<file path="src/rtl/add16_pkg.sv">
// Shared definitions for the time-shared 16-bit adder: default width,
// sequencer state encoding and requester indices.
package add16_pkg;

    localparam int DEFAULT_WIDTH = 16;

    typedef enum logic {
        EMPTY = 1'b0,
        FULL  = 1'b1
    } state_t;

    localparam logic REQ_FETCH = 1'b0;
    localparam logic REQ_EXEC  = 1'b1;

    // Round-robin pick under contention: the requester not granted last wins.
    function automatic logic rr_pick(input logic last_grant);
        return ~last_grant;
    endfunction

endpackage

</file>
<file path="src/rtl/add16_core.sv">
// Purely combinational add/subtract core; the single shared adder instance.
// Subtraction is a + ~b + 1, so cout=1 means "no borrow".
module add16_core
    import add16_pkg::*;
#(
    parameter int WIDTH = DEFAULT_WIDTH
) (
    input  logic [WIDTH-1:0] i_a,
    input  logic [WIDTH-1:0] i_b,
    input  logic             i_sub,
    output logic [WIDTH-1:0] o_sum,
    output logic             o_cout,
    output logic             o_ovf
);

    logic [WIDTH-1:0] w_b_eff;
    logic [WIDTH:0]   w_ext;

    assign w_b_eff = i_sub ? ~i_b : i_b;
    assign w_ext   = {1'b0, i_a} + {1'b0, w_b_eff} + {{WIDTH{1'b0}}, i_sub};

    assign o_sum  = w_ext[WIDTH-1:0];
    assign o_cout = w_ext[WIDTH];

    // Signed overflow: operands agree in sign but the result does not.
    assign o_ovf  = (i_a[WIDTH-1] == w_b_eff[WIDTH-1]) &&
                    (w_ext[WIDTH-1] != i_a[WIDTH-1]);

endmodule

</file>
<file path="src/rtl/add16_share_arb.sv">
// Round-robin arbiter time-sharing one adder between fetch (0) and execute (1),
// with a one-deep registered result stage that honours back-pressure.
module add16_share_arb
    import add16_pkg::*;
#(
    parameter int WIDTH = DEFAULT_WIDTH
) (
    input  logic             clk,
    input  logic             rst_n,
    input  logic [1:0]       i_req_valid,
    input  logic [WIDTH-1:0] i_req_a0,
    input  logic [WIDTH-1:0] i_req_b0,
    input  logic [WIDTH-1:0] i_req_a1,
    input  logic [WIDTH-1:0] i_req_b1,
    input  logic [1:0]       i_req_sub,
    output logic [1:0]       o_req_ready,
    output logic             o_rsp_valid,
    input  logic             i_rsp_ready,
    output logic             o_rsp_id,
    output logic [WIDTH-1:0] o_rsp_sum,
    output logic             o_rsp_cout,
    output logic             o_rsp_ovf
);

    state_t           r_state;
    state_t           w_state_nxt;
    logic             r_last_grant;
    logic             w_can_accept;
    logic             w_grant_valid;
    logic             w_grant_idx;
    logic             w_transfer;
    logic [1:0]       w_req_ready;

    logic [WIDTH-1:0] w_op_a;
    logic [WIDTH-1:0] w_op_b;
    logic             w_op_sub;
    logic [WIDTH-1:0] w_sum;
    logic             w_cout;
    logic             w_ovf;

    logic [WIDTH-1:0] r_rsp_sum;
    logic             r_rsp_cout;
    logic             r_rsp_ovf;
    logic             r_rsp_id;

    // The slot is free when empty or when the held result leaves this cycle.
    assign w_can_accept = (r_state == EMPTY) || i_rsp_ready;

    always_comb begin
        w_grant_valid = 1'b0;
        w_grant_idx   = r_last_grant;
        w_req_ready   = 2'b00;
        case (i_req_valid)
            2'b01: begin
                w_grant_valid = 1'b1;
                w_grant_idx   = REQ_FETCH;
            end
            2'b10: begin
                w_grant_valid = 1'b1;
                w_grant_idx   = REQ_EXEC;
            end
            2'b11: begin
                w_grant_valid = 1'b1;
                w_grant_idx   = rr_pick(r_last_grant);
            end
            default: begin
                w_grant_valid = 1'b0;
                w_grant_idx   = r_last_grant;
            end
        endcase
        if (w_can_accept && w_grant_valid) begin
            w_req_ready[w_grant_idx] = 1'b1;
        end
    end

    assign w_transfer  = w_can_accept && w_grant_valid;
    assign o_req_ready = w_req_ready;

    assign w_op_a   = w_grant_idx ? i_req_a1 : i_req_a0;
    assign w_op_b   = w_grant_idx ? i_req_b1 : i_req_b0;
    assign w_op_sub = i_req_sub[w_grant_idx];

    add16_core #(
        .WIDTH (WIDTH)
    ) u_core (
        .i_a    (w_op_a),
        .i_b    (w_op_b),
        .i_sub  (w_op_sub),
        .o_sum  (w_sum),
        .o_cout (w_cout),
        .o_ovf  (w_ovf)
    );

    always_comb begin
        w_state_nxt = r_state;
        case (r_state)
            EMPTY: begin
                if (w_transfer) begin
                    w_state_nxt = FULL;
                end
            end
            FULL: begin
                if (i_rsp_ready && !w_transfer) begin
                    w_state_nxt = EMPTY;
                end
            end
            default: w_state_nxt = EMPTY;
        endcase
    end

    always_ff @(posedge clk or negedge rst_n) begin
        if (!rst_n) begin
            r_state <= EMPTY;
        end else begin
            r_state <= w_state_nxt;
        end
    end

    // Reset to 1 so that fetch wins the first contention.
    always_ff @(posedge clk or negedge rst_n) begin
        if (!rst_n) begin
            r_last_grant <= 1'b1;
        end else if (w_transfer) begin
            r_last_grant <= w_grant_idx;
        end
    end

    always_ff @(posedge clk or negedge rst_n) begin
        if (!rst_n) begin
            r_rsp_sum  <= '0;
            r_rsp_cout <= 1'b0;
            r_rsp_ovf  <= 1'b0;
            r_rsp_id   <= 1'b0;
        end else if (w_transfer) begin
            r_rsp_sum  <= w_sum;
            r_rsp_cout <= w_cout;
            r_rsp_ovf  <= w_ovf;
            r_rsp_id   <= w_grant_idx;
        end
    end

    assign o_rsp_valid = (r_state == FULL);
    assign o_rsp_sum   = r_rsp_sum;
    assign o_rsp_cout  = r_rsp_cout;
    assign o_rsp_ovf   = r_rsp_ovf;
    assign o_rsp_id    = r_rsp_id;

endmodule
</file>
<file path="config.mk">
export PLATFORM = sky130hd
export DESIGN_NAME = add16_share_arb
export DESIGN_NICKNAME = d
export VERILOG_FILES = /design/src/rtl/add16_pkg.sv /design/src/rtl/add16_core.sv /design/src/rtl/add16_share_arb.sv
export SDC_FILE = /design/constraint.sdc
export NUM_CORES = 1
export LEC_CHECK = 0
export BUFFER_PORTS_ARGS = -buffer_cell sky130_fd_sc_hd__clkbuf_2
export CORE_MARGIN = 2
export CORE_UTILIZATION = 35
export CTS_BUF_LIST = sky130_fd_sc_hd__clkbuf_16
export DETAILED_ROUTE_END_ITERATION = 10
export GPL_TIMING_DRIVEN = 0
export PLACE_DENSITY = 0.6
export SLEW_MARGIN = 5
export SYNTH_ARGS = -nofsm -noshare
export SYNTH_HDL_FRONTEND = slang
export SYNTH_SLANG_ARGS = --single-unit
</file>
<file path="constraint.sdc">
create_clock -name clk -period 12.3 [get_ports clk]
set_input_delay 3.075 -clock clk [delete_from_list [all_inputs] [get_ports clk]]
set_output_delay 3.075 -clock clk [all_outputs]
set_load 0.01 [all_outputs]
</file>
==> impl_metrics.py, run 1 <==
metrics = {
    "status": {
        "run_status": "complete, no violations",
    },
    "floorplanning": {
        "num_rows": 27,
        "die_h_um": 80.55,
        "start_util_pct": 36.79,
        "ios": 93,
        "die_width_um": 80.55,
        "core_area_sq_mm": 0.005574,
        "die_area_sq_mm": 0.006488,
    },
    "worst_setup_path": {
        "crit_type": "in2out",
        "critical_path.endpoint_type": "output pin",
        "required_ps": 9220,
        "worst-endpoint-arrival_ps": 4710,
        "crit_top_cell": "clkbuf_2",
        "critPathSlowestCell": "clkbuf_1",
        "rr_startpoint": "r_last_grant",
        "startpoint_type": "input pin",
        "path_cells": "clkbuf_2 -> or2_1 -> buf_2 -> nand2_1 -> clkbuf_1 -> nor2_1 -> clkbuf_2",
        "cp.buffers_inverters": 4,
        "path_max_fanout": 10,
        "crit_start": "i_req_valid[1]",
        "slowest_delay_ps": 530,
        "critPathTopFamily": "buffers and inverters",
    },
    "finish": {
        "drive_above_1_share_pct": 38.49,
        "final_cell_mix": "clkbuf_2, nand2_1, xor2_1, dfrtp_1, mux2i_1",
        "area_growth_syn_to_layout_pct": 30.69,
        "num-fill-cells": 557,
        "finalInstanceArea_sq_mm": 0.002680,
        "nets": 405,
        "layout.cells.most_common": "clkbuf_2",
        "finalNonFillerCells": 389,
        "diodes": 0,
    },
    "power_and_ir_drop": {
        "power.density_mw_per_mm2": 185.1,
        "clock_power_share_pct": 13.9,
        "power_leakage_nw": 1.377,
        "p_sw_w": 0.0002108,
        "pwr-share-seq_pct": 23.5,
        "p_sw_share_pct": 42.50,
        "p_int_w": 0.0002852,
        "power_w": 0.0004960,
        "combPwrFrac_pct": 62.6,
        "vdd_drop_max_uv": 66.86,
    },
    "logic_synthesis": {
        "synth_ff_type": "dfrtp_1",
        "syn_area_sq_mm": 0.002051,
        "synth.distinct_cells": 43,
        "avgSynthCellArea_sq_um": 9.279,
        "synthArstFlopShare_pct": 100.0,
        "ys_ff_latch": 21,
        "synth_edf_count": 0,
        "synth_fp_nets": 308,
        "yosysWarnings": 0,
        "yosysSeqAreaShare_pct": 25.69,
        "synthCells": 221,
    },
    "global_routing": {
        "grt_max_degree": 22,
        "grt.total_usage_pct": 16.17,
        "grt_pass1_wl_um": 8204,
        "gr-total-overflow": 0,
        "antenna_found_initial": 0,
        "grt_pass1_vias": 1812,
    },
    "timing": {
        "period_minus_slack_ps": 7784,
        "slew_violations": 0,
        "setup_viol": 0,
        "post-route-period-util_pct": 63.29,
        "timing.final.ws_setup_ps": 4516,
        "rsz0062_at_grt": "no",
        "hold_viol_final": 0,
        "final.setup.tns_ps": 0,
        "worst_pin_slew_ps": 658.1,
        "finClkSkew_ps": 2.844,
        "slew_headroom_pct": 54.87,
        "clock.fmax_ghz": 0.1285,
    },
    "clocking": {
        "cts-buffers-inserted": 3,
        "path_clk_slew_ps": 60,
        "cts_resized": 0,
        "cts_sinks": 21,
        "insertion_delay_ps": 260,
        "postCtsHoldBufs": 0,
        "tritoncts": "done",
        "clockBufferDepth": 2,
        "post-cts-setup-buffer-count": 0,
        "htree_levels": 1,
        "clock-root-buffer": "clkbuf_16",
    },
    "drt": {
        "via_per_inst": 4.802,
        "drc": 0,
        "wl_um": 4977,
        "drtPass1Iterations": 4,
        "drt_iter0_markers": 88,
        "avgRoutedWirePerCell_um": 12.79,
        "vias": 1868,
        "antenna_left": 0,
    },
    "placed_design": {
        "place_area_sq_mm": 0.002601,
        "gp_congestion": 0.8094,
        "io_buffers": 92,
        "pre_cts_slack_ps": 4447,
        "post-dp-hpwl_um": 4115,
        "post-place-cells": 385,
    },
    "job": {
        "max-cap-violations": 0,
    },
    "min_path": {
        "hold_path_class": "reg2reg",
        "min_from": "o_rsp_sum[0]",
    },
}
-- flip-flops by register name, indices dropped and copies added (netlist names) --
signal and count:
o_rsp_ovf 1, o_rsp_sum 16, o_rsp_valid 1, r_last_grant 1, o_rsp_cout 1, o_rsp_id 1
-- cell type report --
| type | instances | area (sq um) | area share, % |
|---|---|---|---|
| Multi-Input combinational cell | 188 | 1475 | 55.04 |
| Clock buffer | 3 | 75.07 | 2.801 |
| Timing Repair Buffer | 92 | 460.4 | 17.18 |
| Inverter | 3 | 11.26 | 0.4202 |
| Buffer | 9 | 37.54 | 1.401 |
| Sequential cell | 21 | 526.8 | 19.65 |
| Clock inverter | 1 | 3.754 | 0.1401 |
| Tap cell | 72 | 90.09 | 3.361 |
-- final timing paths --
kind | depth (start not counted) | slack, ps | to
hold reg to reg | 2 | 480 | o_rsp_sum[0]
max in group asynchronous | 1 | 9140 | r_last_grant
setup reg to reg | 13 | 7780 | o_rsp_sum[14]
min in group asynchronous | 1 | 2790 | o_rsp_ovf
hold / removal | 2 | 480 | o_rsp_sum[0]
setup / recovery | 7 | 4520 | o_req_ready[1]
-- metal layers --
metal  global-route usage, %  wire length (um)
met4                   4.576                67
met2                   27.50              2254
met3                   1.124               245
met1                   21.97              2410
met5                       0                 0
-- cell usage after synthesis, drive strengths merged (6+ instances only) --
library cell,count,share of area (%)
nand2,27,4.9
xor2,24,10
dfrtp,20,24
o21ai,20,4.9
mux2i,17,8.3
mux2,16,8.8
ha,15,9.2
a21oi,11,2.7
nor2,9,1.6
xnor2,7,3.0
a21o,6,2.2
clkbuf,6,1.1
-- worst reg2reg max path, cell delays in order (launching register included) --
cell and delay, ps:
dfstp_2 540, nand2_1 160, nand2_1 360, mux2i_1 630, buf_2 430, xor2_1 170, fa_1 470, a21o_1 220
a221o_1 380, a2111oi_4 330, o21ai_1 180, o31ai_2 290, xnor2_1 160, o21ai_1 70
-- metrics by stage --
stage | utilization (%) | hold slack, ps
2_1_floorplan | - | 498.0
6_report | 48.08 | 475.9
3_3_place_gp | 46.67 | 464.7
5_1_grt | 48.08 | 493.9
4_1_cts | 48.08 | 483.2
3_5_place_dp | 46.67 | 470.5
-- power by group through the flow --
stage | combinational [W] | sequential (W) | clock [W]
after floorplan | 0.000213 | 0.000129 | 0
after global placement | 0.000312 | 0.000117 | 0
after detailed placement | 0.000314 | 0.000118 | 0
after CTS | 0.000315 | 0.000117 | 0.0000700
after global routing | 0.000351 | 0.000120 | 0.0000734
final | 0.000310 | 0.000117 | 0.0000689
-- cells by family after synthesis --
logic type	after synthesis	synth area share [%]
AOI/OAI and AO/OA	57	20.26
and+or+nand+nor	51	11.23
muxes	33	17.08
xor gates and xnor gates	31	13.24
DFF	21	25.69
adders and majority gates	16	10.13
buffers and inverters	12	2.379
Power figures use the tool's default switching activity.
==> run 2, diff against run 1 <==
- PLACE_DENSITY: 0.6 -> 0.62
- clock period: 12.3 -> 6.3 ns (I/O delays scaled with it)
==> run 2 against run 1 <==
  * Clock skew is 2.3 ps higher
  * Global-route usage is 0.087 points lower
  * Clock-buffer cell count stayed put
  * Sequential power is 96% higher
  * Sequential cell count stayed put
  * Die area stayed put
  * Register-to-register slack worse by 6100 ps
  * Highest routed layer unchanged
  * Worst hold slack better by 10 ps
  * Design area hardly changed
==> impl_metrics.py, run 2 (same netlist as run 1, synthesis figures left out) <==
metrics = {
    "placed_design": {
        "gp_congestion": 0.8275,
        "place_area_sq_mm": 0.002601,
        "io_buffers": 92,
        "post-dp-hpwl_um": 4296,
    },
    "global_routing": {
        "gr-total-overflow": 0,
        "grt_pass1_vias": 1777,
        "grt_max_degree": 22,
        "grt.total_usage_pct": 16.08,
        "grt_pass1_wl_um": 8183,
        "antenna_found_initial": 0,
    },
    "finish": {
        "largest_reg_flops": 16,
        "drive_above_1_share_pct": 38.80,
        "final_cell_mix": "clkbuf_2, nand2_1, xor2_1, dfrtp_1, mux2i_1",
        "area_growth_syn_to_layout_pct": 30.75,
        "finalInstanceArea_sq_mm": 0.002681,
        "diodes": 0,
        "layout.cells.most_common": "clkbuf_2",
        "nets": 405,
        "num-fill-cells": 572,
    },
    "clocking": {
        "post-cts-setup-buffer-count": 0,
        "cts_resized": 0,
        "insertion_delay_ps": 250,
        "cts_sinks": 21,
        "clock-root-buffer": "clkbuf_16",
        "cts-buffers-inserted": 3,
        "tritoncts": "done",
        "clockBufferDepth": 2,
        "postCtsHoldBufs": 0,
        "path_clk_slew_ps": 60,
        "htree_levels": 1,
    },
    "timing": {
        "worst_pin_slew_ps": 669.0,
        "clock.fmax_ghz": 0.1772,
        "post-route-period-util_pct": 89.56,
        "period_minus_slack_ps": 5642,
        "whs_ps": 485.9,
        "slew_headroom_pct": 54.12,
        "rsz0062_at_grt": "no",
        "slew_violations": 0,
        "final.setup.tns_ps": 0,
        "finClkSkew_ps": 5.178,
        "hold_viol_final": 0,
        "setup_viol": 0,
    },
    "drt": {
        "vias": 1907,
        "drt_iter0_markers": 62,
        "wl_um": 5194,
        "drtPass1Iterations": 4,
        "antenna_left": 0,
        "drc": 0,
        "via_per_inst": 4.902,
        "avgRoutedWirePerCell_um": 13.35,
    },
    "floorplanning": {
        "core_area_sq_mm": 0.005574,
        "die_h_um": 80.55,
        "start_util_pct": 36.79,
        "die_width_um": 80.55,
        "die_area_sq_mm": 0.006488,
        "num_rows": 27,
        "ios": 93,
    },
    "worst_setup_path": {
        "required_ps": 6430,
        "ff2ff_path_depth": 13,
        "r2r-end": "o_rsp_sum[14]",
        "worst-endpoint-arrival_ps": 5770,
        "crit_type": "in2reg",
        "crit_start": "i_req_valid[1]",
        "rr_startpoint": "r_last_grant",
        "critical_path.endpoint_type": "flip-flop",
        "worstSetupEndpoint": "o_rsp_sum[14]",
        "regToRegSetupSlack_ps": 1710,
        "path_max_fanout": 10,
        "startpoint_type": "input pin",
    },
    "power_and_ir_drop": {
        "power_leakage_nw": 1.375,
        "power.density_mw_per_mm2": 364.1,
        "vdd_drop_max_uv": 121.9,
    },
    "job": {
        "max-cap-violations": 0,
    },
    "min_path": {
        "hold_path_class": "reg2reg",
    },
    "status": {
        "run_status": "complete, no violations",
    },
}
==> run 2: changes by cell type in the layout (fill, tap and decap cells not counted) <==
cell,change
inv_1,-1
clkinv_2,+1
==> run 2: how the worst min path moves through the flow <==
stage	startpoint	cells after the start	end	slack, ps
global placement	o_rsp_id	1	o_rsp_id	460
floorplan	r_last_grant	1	r_last_grant	500
CTS	o_rsp_sum[7]	1	o_rsp_sum[7]	490
detailed placement	o_rsp_sum[7]	1	o_rsp_sum[7]	470
finish	o_rsp_sum[7]	1	o_rsp_sum[7]	490
global route	o_rsp_sum[7]	1	o_rsp_sum[7]	510
==> run 2: worst max-delay path, stage by stage <==
cell and delay, ps:
clkbuf_2 100, or2_1 220, buf_2 160, nand2_1 330
mux2i_1 640, buf_2 450, xor2_1 180, fa_1 480
a21o_1 220, a221o_1 380, a2111oi_4 320, o21ai_1 180
o31ai_2 300, xnor2_1 180, o21ai_1 70
==> run 2: cell type report <==
type	instances	area [sq um]	area share, %
sequential	21	526.8	19.65
buffer	9	37.54	1.400
multi-input combinational	188	1475	55.02
tap	72	90.09	3.360
timing repair buffer	92	460.4	17.17
clock inverter	1	5.005	0.1867
clock buffer	3	75.07	2.800
inverter	3	11.26	0.4200
==> run 2: routing by layer <==
metal | global-route usage (%) | up-vias | wire length (um) | share of wire (%)
li1 | - | 987 | - | -
met1 | 21.31 | 866 | 2443 | 47
met2 | 28.67 | 52 | 2482 | 48
met3 | 1.573 | 2 | 264 | 5.1
met4 | 2.542 | 0 | 4 | 0.077
met5 | 0 | - | 0 | 0
==> run 2: power breakdown <==
part           switching [W]  internal, W  total [W]
registers          0.0000345     0.000195   0.000229
clock network      0.0000488    0.0000852   0.000134
logic               0.000335     0.000278   0.000613
total               0.000418     0.000558   0.000976
==> run 2: per-stage QoR <==
stage / util [%] / worst slack (ps) / instances / total power, W
floorplan: - / 1159 / 221 / 0.0006683
global placement: 46.67 / 401.9 / 385 / 0.0008405
detailed placement: 46.67 / 344.4 / 385 / 0.0008488
CTS: 48.10 / 606.4 / 389 / 0.0009880
global route: 48.10 / 292.0 / 389 / 0.001063
finish: 48.10 / 657.6 / 389 / 0.0009763
